==> config.mk <==
export PLATFORM = sky130hd
export DESIGN_NAME = dispense_timer_sched
export DESIGN_NICKNAME = d
export VERILOG_FILES = /design/src/rtl/dispense_timer_sched.sv
export SDC_FILE = /design/constraint.sdc
export NUM_CORES = 1
export LEC_CHECK = 0
export CAP_MARGIN = 20
export CORE_ASPECT_RATIO = 2
export CORE_UTILIZATION = 50
export DETAILED_ROUTE_END_ITERATION = 10
export GPL_ROUTABILITY_DRIVEN = 0
export PLACE_DENSITY = 0.87
export SETUP_SLACK_MARGIN = 0.2
export SLEW_MARGIN = 20
export SYNTH_ARGS = -nofsm -noshare
export SYNTH_HDL_FRONTEND = slang
export SYNTH_SLANG_ARGS = --single-unit
==> constraint.sdc <==
create_clock -name clk -period 3.8 [get_ports clk]
set_input_delay 0.38 -clock clk [delete_from_list [all_inputs] [get_ports clk]]
set_output_delay 0.38 -clock clk [all_outputs]
set_load 0.02 [all_outputs]
==> src/rtl/dispense_timer_sched.sv <==
// Shares one prescaled interval timer among NUM_REQ channels; optional macro ROUND_ROBIN_EN selects round-robin arbitration (default: fixed priority).
// Latency: req to grant 2 cycles, final tick to done 1 cycle; requests are level-held, and a dropped owner request or abort_i cancels.
module dispense_timer_sched #(
    parameter int NUM_REQ  = 4,
    parameter int PRESCALE = 12000,
    parameter int DUR_W    = 16
) (
    input  logic                     clk,
    input  logic                     rst,
    input  logic [NUM_REQ-1:0]       req_i,
    input  logic [NUM_REQ*DUR_W-1:0] dur_i,
    input  logic                     abort_i,
    output logic [NUM_REQ-1:0]       grant_o,
    output logic [NUM_REQ-1:0]       done_o,
    output logic                     busy_o,
    output logic                     tick_o,
    output logic [DUR_W-1:0]         remain_o
);

    localparam int IDX_W = $clog2(NUM_REQ);
    localparam int PS_W  = $clog2(PRESCALE);
    localparam logic [PS_W-1:0]  PS_MAX  = PS_W'(PRESCALE - 1);
    localparam logic [IDX_W-1:0] IDX_MAX = IDX_W'(NUM_REQ - 1);

    typedef enum logic [1:0] {IDLE, ARB, RUN, DONE} state_t;

    state_t           state;
    logic [IDX_W-1:0] owner;
    logic [DUR_W-1:0] cnt;
    logic [PS_W-1:0]  psc;
    logic [IDX_W-1:0] win_idx;
    logic [DUR_W-1:0] win_dur;

`ifdef ROUND_ROBIN_EN
    logic [IDX_W-1:0] rr_ptr;

    // Descending scan so the smallest offset from the pointer wins.
    always_comb begin
        win_idx = '0;
        for (int i = NUM_REQ - 1; i >= 0; i--) begin
            if (req_i[(int'(rr_ptr) + i) % NUM_REQ]) begin
                win_idx = IDX_W'((int'(rr_ptr) + i) % NUM_REQ);
            end
        end
    end
`else
    always_comb begin
        win_idx = '0;
        for (int i = NUM_REQ - 1; i >= 0; i--) begin
            if (req_i[i]) begin
                win_idx = IDX_W'(i);
            end
        end
    end
`endif

    assign win_dur = dur_i[int'(win_idx)*DUR_W +: DUR_W];

    always_ff @(posedge clk or posedge rst) begin
        if (rst) begin
            state <= IDLE;
            owner <= '0;
            cnt   <= '0;
            psc   <= '0;
`ifdef ROUND_ROBIN_EN
            rr_ptr <= '0;
`endif
        end else begin
            case (state)
                IDLE: begin
                    if (|req_i) begin
                        state <= ARB;
                    end
                end
                ARB: begin
`ifdef ROUND_ROBIN_EN
                    if (|req_i) begin
                        rr_ptr <= (win_idx == IDX_MAX) ? '0 : win_idx + 1'b1;
                    end
`endif
                    if (abort_i || !(|req_i)) begin
                        state <= IDLE;
                    end else begin
                        owner <= win_idx;
                        cnt   <= win_dur;
                        psc   <= '0;
                        state <= (win_dur == '0) ? DONE : RUN;
                    end
                end
                RUN: begin
                    // Cancellation outranks a tick or completion in the same cycle.
                    if (abort_i || !req_i[owner]) begin
                        state <= IDLE;
                    end else if (psc == PS_MAX) begin
                        psc <= '0;
                        cnt <= cnt - 1'b1;
                        if (cnt == DUR_W'(1)) begin
                            state <= DONE;
                        end
                    end else begin
                        psc <= psc + 1'b1;
                    end
                end
                default: begin
                    state <= IDLE;
                end
            endcase
        end
    end

    // Outputs decode registered state only, so reset clears them immediately.
    assign grant_o  = (state == RUN)  ? (NUM_REQ'(1) << owner) : '0;
    assign done_o   = (state == DONE) ? (NUM_REQ'(1) << owner) : '0;
    assign busy_o   = (state != IDLE);
    assign tick_o   = (state == RUN) && (psc == PS_MAX);
    assign remain_o = (state == RUN) ? cnt : '0;

endmodule

==> impl_metrics.env, run 1 <==
export IMPL_critPathArrivalTime_ns=2.54
export IMPL_netlist_area_sq_um=2820
export IMPL_powerDensity_nw_per_um2=450
export IMPL_drc=0
export IMPL_worst_slew_pin_slew_ns=0.756
export IMPL_r2r_end="cnt[11]"
export IMPL_io_pins=97
export IMPL_ant_nets=0
export IMPL_critical_path_peak_fanout=5
export IMPL_syn_instance_count=379
export IMPL_cts_sinks=34
export IMPL_p_leak_nw=1.59
export IMPL_yosysWarningCount=0
export IMPL_cap_violations=0
export IMPL_cts_tree="done"
export IMPL_period_needed_ns=2.92
export IMPL_overflow=0
export IMPL_clock_latency_ns=0.29
export IMPL_slew_headroom_pct=49.6
export IMPL_cts_root_buf="clkbuf_8"
export IMPL_cp_num_buf_inv=1
export IMPL_io_buffers=96
export IMPL_post_route_period_util_pct=76.8
export IMPL_synthFlopType="dfrtp_1"
export IMPL_cp_startpoint="psc[8]"
export IMPL_start_kind="register"
export IMPL_synthMuxAreaShare_pct=1.95
export IMPL_cp_endpoint="tick_o"
export IMPL_hp_class="in -> async"
export IMPL_final_area_sq_um=3910
export IMPL_synth_edf_count=0
export IMPL_slowest_delay_ns=0.62
export IMPL_nets=543
export IMPL_max_freq_mhz=343
export IMPL_synth_fa_ha_area_share_pct=1.33
export IMPL_cts_setup_buffers=0
export IMPL_synth_compound_area_share_pct=29.1
export IMPL_ys_types=53
export IMPL_critPathKind="reg -> out"
export IMPL_critPathCaptureType="primary output"
export IMPL_clk_pin_slew_worst_paths_ns=0.07
export IMPL_die_area_sq_um=5970
export IMPL_worst_path_stages=4
export IMPL_clk_path_buf_depth=2
export IMPL_finalHoldViolCount=0
export IMPL_hold_ws_ns=0.474
export IMPL_wl_per_cell_um=17.3
export IMPL_grt_pass1_vias=3123
export IMPL_setup_viol=0
export IMPL_h_tree_depth=2
export IMPL_area_delta_synth_final_pct=38.5
export IMPL_syn_avg_cell_area_sq_um=7.44
export IMPL_r2r_cells=6
export IMPL_start_util_pct=52.1
export IMPL_status="complete, no violations"
export IMPL_drt_total_wl_um=9150
export IMPL_ir_drop_uv=445
export IMPL_ys_ff_latch=34
export IMPL_cts_resized=0
export IMPL_dp_hpwl_um=7210
export IMPL_cp_required_ns=3.42
export IMPL_rsz0062_at_grt="no"
export IMPL_die_h_um=108
export IMPL_syn_nets=453
export IMPL_numCtsBuffers=5
export IMPL_n_antenna_cell=0
export IMPL_crit_family="simple AND/OR/NAND/NOR gates"
export IMPL_tns_ns=0
export IMPL_drv_slew=0
export IMPL_cts_hold_buf=0
export IMPL_synth_top_family_by_area="simple AND/OR/NAND/NOR gates"
export IMPL_grt_pass1_wl_um=14100
export IMPL_antenna_found_initial=0
export IMPL_grtUsageTotal_pct=32.2
export IMPL_final_instance_count_excl_fill=529
export IMPL_drt_vias_per_instance=6.36
export IMPL_vias=3363
export IMPL_n_fill_cell=464
export IMPL_core_area_sq_um=5420
export IMPL_dieWidth_um=55.1
export IMPL_reg2reg_from="cnt[4]"
export IMPL_final_layout_size_suffix_gt1_share_pct=5.76
export IMPL_ys_seq_area_share_pct=30.2
export IMPL_dp_cells=522
export IMPL_dr_pass1_iters=4
export IMPL_synthArstFlopShare_pct=100
export IMPL_path_cells="or3b_2 -> or4_1 -> nor2_1 -> clkdlybuf4s50_1"
export IMPL_slowest_stage="clkdlybuf4s50_1"
export IMPL_synth_simple_area_share_pct=31.2
export IMPL_drtIter0Drc=120
export IMPL_clock_skew_ns=0.00697
export IMPL_rows=38
export IMPL_post_synth_xor_area_fraction_pct=0.310
export IMPL_reg2reg_setup_slack_ns=1.22
export IMPL_dpl_cell_area_sq_um=3830
export IMPL_grt_max_degree=40
[cells in the mapped netlist, types with 4 or more instances]
cell type,number,area share (%)
nand4_1,9,2.0
nand3_1,11,2.0
and2_1,13,2.9
nand2_1,34,4.5
clkbuf_1,13,1.7
or4_1,5,1.3
nor2_1,43,5.7
a22o_1,4,1.2
nor4_1,5,1.1
o21ai_0,36,6.4
buf_2,5,0.89
a221oi_1,6,1.9
nor2b_1,8,1.8
a2bb2oi_1,8,2.5
nor3b_1,4,1.1
nor3_1,12,2.1
o22ai_1,13,2.9
dfrtp_1,34,30
and3_1,5,1.1
or2_2,4,0.89
inv_1,19,2.5
a21o_1,8,2.1
a21oi_1,26,4.6
[worst min-delay path, cell delays in order]
cell             delay, ns
clkdlybuf4s50_1       0.39
inv_1                 0.05
buf_4                 0.38
[kinds of logic (layout without fill, tap and decap cells)]
logic type      Yosys count  count (layout)
flops                    34              34
buf+inv                  41             131
mux                       3               3
fa+ha+maj                 3               3
xor+xnor                  1               1
compound gates          127             127
simple gates            170             170
[cells in the final DEF (no fill, tap or decap), types with 6 or more instances in the layout]
master           instances
a221oi_1                 6
a21o_1                   8
inv_1                   19
buf_4                    9
nor3_1                  12
clkdlybuf4s50_1         96
nand4_1                  9
nor2b_1                  7
and2_1                  13
dfrtp_1                 34
o22ai_1                 13
o21ai_0                 36
nand3_1                 11
a21oi_1                 26
a2bb2oi_1                8
nand2_1                 34
nor2_1                  43
[sequential cells by signal, indices dropped and copies added (netlist names)]
name	flops
state	2
cnt	16
psc	14
owner	2
[layer usage]
metal / vias to the layer above / global-route usage, % / wire length (um)
li1: 1580 / - / -
met2: 157 / 57.5 / 5040
met1: 1588 / 32.2 / 3070
met3: 38 / 4.22 / 454
met5: - / 0 / 0
met4: 0 / 20.7 / 578
[cell type report]
cell class | count | area [sq um] | area share [%]
multi-input cells | 304 | 1810 | 46.2
repair buffers | 105 | 1030 | 26.3
flip-flops and latches | 34 | 851 | 21.8
clock buffers | 7 | 76.3 | 1.95
well taps | 60 | 75.1 | 1.92
inverters | 19 | 71.3 | 1.83
[report_power, final]
part / leakage (nW) / switching (W) / total (W) / internal [W]
clock: 0.0383 / 0.000133 / 0.000259 / 0.000126
sequential: 0.432 / 0.000139 / 0.000611 / 0.000471
combinational: 1.12 / 0.000490 / 0.000890 / 0.000400
total: 1.59 / 0.000762 / 0.00176 / 0.000997
[worst min-delay path by stage]
stage                start      to  slack (ns)  cells past startpoint
floorplan           psc[1]  psc[1]        0.46                      2
global placement    psc[1]  psc[1]        0.47                      2
detailed placement  psc[1]  psc[1]        0.48                      2
CTS                    rst  cnt[1]        0.49                      3
global route           rst  cnt[1]        0.53                      3
finish                 rst  cnt[1]        0.47                      3
[metrics by stage]
stage,setup WS [ns],util (%),total power [W]
after floorplan,1.58,-,0.00114
after global placement,0.833,70.7,0.00146
after detailed placement,0.721,70.7,0.00149
after CTS,0.893,72.1,0.00175
after global routing,0.757,72.1,0.00188
final,0.883,72.1,0.00176
Power figures use the tool's default switching activity.
==> run 2, diff against run 1 <==
Settings changed: CORE_UTILIZATION 50 to 46, PLACE_DENSITY 0.87 to 0.81.
Clock period 3.8 ns to 2.9 ns, I/O delays scaled along.
==> impl_metrics.env, run 2 (synthesis gave the netlist of run 1 again) <==
export IMPL_drtIter0Drc=223
export IMPL_numCtsBuffers=5
export IMPL_dp_hpwl_um=7140
export IMPL_area_delta_synth_final_pct=43.0
export IMPL_met1_length_um=3190
export IMPL_dpl_cell_area_sq_um=3890
export IMPL_final_layout_size_suffix_gt1_share_pct=7.55
export IMPL_p_leak_nw=1.67
export IMPL_max_freq_mhz=397
export IMPL_route_met2_wl_um=5170
export IMPL_overflow=0
export IMPL_io_pins=97
export IMPL_hp_class="in -> async"
export IMPL_ir_drop_uv=305
export IMPL_drc=2
export IMPL_slew_headroom_pct=62.5
export IMPL_grtUsageTotal_pct=30.2
export IMPL_antenna_found_initial=0
export IMPL_clock_latency_ns=0.28
export IMPL_cts_root_buf="clkbuf_16"
export IMPL_clk_pin_slew_worst_paths_ns=0.05
export IMPL_n_fill_cell=506
export IMPL_regMostFlops="cnt"
export IMPL_grt_pass1_wl_um=15200
export IMPL_worst_slew_pin_slew_ns=0.557
export IMPL_rows=40
export IMPL_mostFrequentLayoutCells="clkdlybuf4s50_1, nor2_1, o21ai_0, nand2_1, dfrtp_1"
export IMPL_start_util_pct=47.4
export IMPL_drt_vias_per_instance=6.14
export IMPL_wl_per_cell_um=17.1
export IMPL_largest_register_ffs=16
export IMPL_cp_required_ns=2.61
export IMPL_clock_skew_ns=0.00446
export IMPL_io_buffers=96
export IMPL_tns_ns=0
export IMPL_rsz0062_at_grt="no"
export IMPL_cap_violations=0
export IMPL_drv_slew=0
export IMPL_critical_path_peak_fanout=5
export IMPL_drt_total_wl_um=9230
export IMPL_period_needed_ns=2.52
export IMPL_critPathCaptureType="primary output"
export IMPL_cts_sinks=34
export IMPL_critPathArrivalTime_ns=2.23
export IMPL_clk_path_buf_depth=2
export IMPL_vias=3314
export IMPL_grt_max_degree=40
export IMPL_finalHoldViolCount=0
export IMPL_die_area_sq_um=6470
export IMPL_grt_pass1_vias=3372
export IMPL_top_regs="cnt (16), psc (14)"
export IMPL_n_antenna_cell=0
export IMPL_final_area_sq_um=4030
export IMPL_core_area_sq_um=5960
export IMPL_setup_viol=0
export IMPL_wl_met3_um=360
export IMPL_powerDensity_nw_per_um2=625
export IMPL_dr_max_layer_used="met4"
export IMPL_die_h_um=113
export IMPL_start_kind="register"
export IMPL_h_tree_depth=2
export IMPL_dieWidth_um=57.4
export IMPL_violations="design-rule violations"
export IMPL_cts_tree="done"
export IMPL_nets=550
export IMPL_post_route_period_util_pct=86.8
export IMPL_ant_nets=0
export IMPL_dr_pass1_iters=8
export IMPL_status="finished with violations"
export IMPL_layout_commonest_cell="clkdlybuf4s50_1"
export IMPL_critPathKind="reg -> out"
run 2: cell types whose count changed in the layout (fill, tap and decap cells not counted):
cell,delta
clkbuf_16,+5
clkdlybuf4s50_1,-1
dlygate4sd2_1,+1
clkbuf_1,-1
clkinv_2,+1
buf_4,+7
clkbuf_8,-4
run 2: metal layers:
layer,track usage (%),up-vias
met3,3.77,39
li1,-,1585
met5,0,-
met4,21.8,0
met1,30.4,1553
met2,54.9,137
run 2: report_power, final:
part	total [W]	switching (W)	internal, W
combinational	0.00120	0.000651	0.000545
clock	0.000536	0.000196	0.000340
sequential	0.000790	0.000172	0.000619
run 2: timing repair:
item,CTS,global route
hold buffers,0,0
gates resized for setup,1,0
setup endpoints to repair,1,0
hold endpoints to repair,0,0
setup buffers,0,0
run 2: worst max-delay path, stage by stage (launching register included):
cell and delay [ns]:
dfrtp_1 0.42, or3b_2 0.49, or4_1 0.60, nor2_1 0.11
dlygate4sd2_1 0.33
run 2: cell type report:
class | count | area, sq um | share of cell area (%)
sequential | 34 | 851 | 21.1
clock buffer | 7 | 143 | 3.54
inverter | 19 | 71.3 | 1.77
clock inverter | 1 | 5.00 | 0.124
tap | 63 | 78.8 | 1.95
multi-input combinational | 304 | 1810 | 44.8
timing repair buffer | 112 | 1080 | 26.8
run 2: through the flow:
stage          cells  power (W)  utilization [%]  hold slack [ns]  setup WS (ns)
6_report         540    0.00252             67.7            0.417          0.383
5_1_grt          540    0.00269             67.7            0.461          0.276
4_1_cts          540    0.00251             67.7            0.431          0.384
3_5_place_dp     532    0.00197             65.3            0.488          0.154
3_3_place_gp     532    0.00194             65.3            0.472          0.226
2_1_floorplan    379    0.00150                -            0.432          0.684
run 2: worst paths after layout:
check / end / start / cells after the start / slack (ns)
min reg2reg: psc[1] / psc[1] / 2 / 0.49
max: tick_o / psc[8] / 4 / 0.38
max reg2reg: cnt[15] / psc[8] / 6 / 0.46
min in group clk: psc[1] / psc[1] / 2 / 0.49
min: cnt[2] / rst / 3 / 0.42
max in group asynchronous: psc[5] / rst / 3 / 2.16
==> run 3, diff against run 2 <==
Settings changed: ABC_CLOCK_PERIOD_IN_PS from default to 2900.
==> results of run 3 <==
No change in the layout: final DEF, timing and power equal those of run 2.
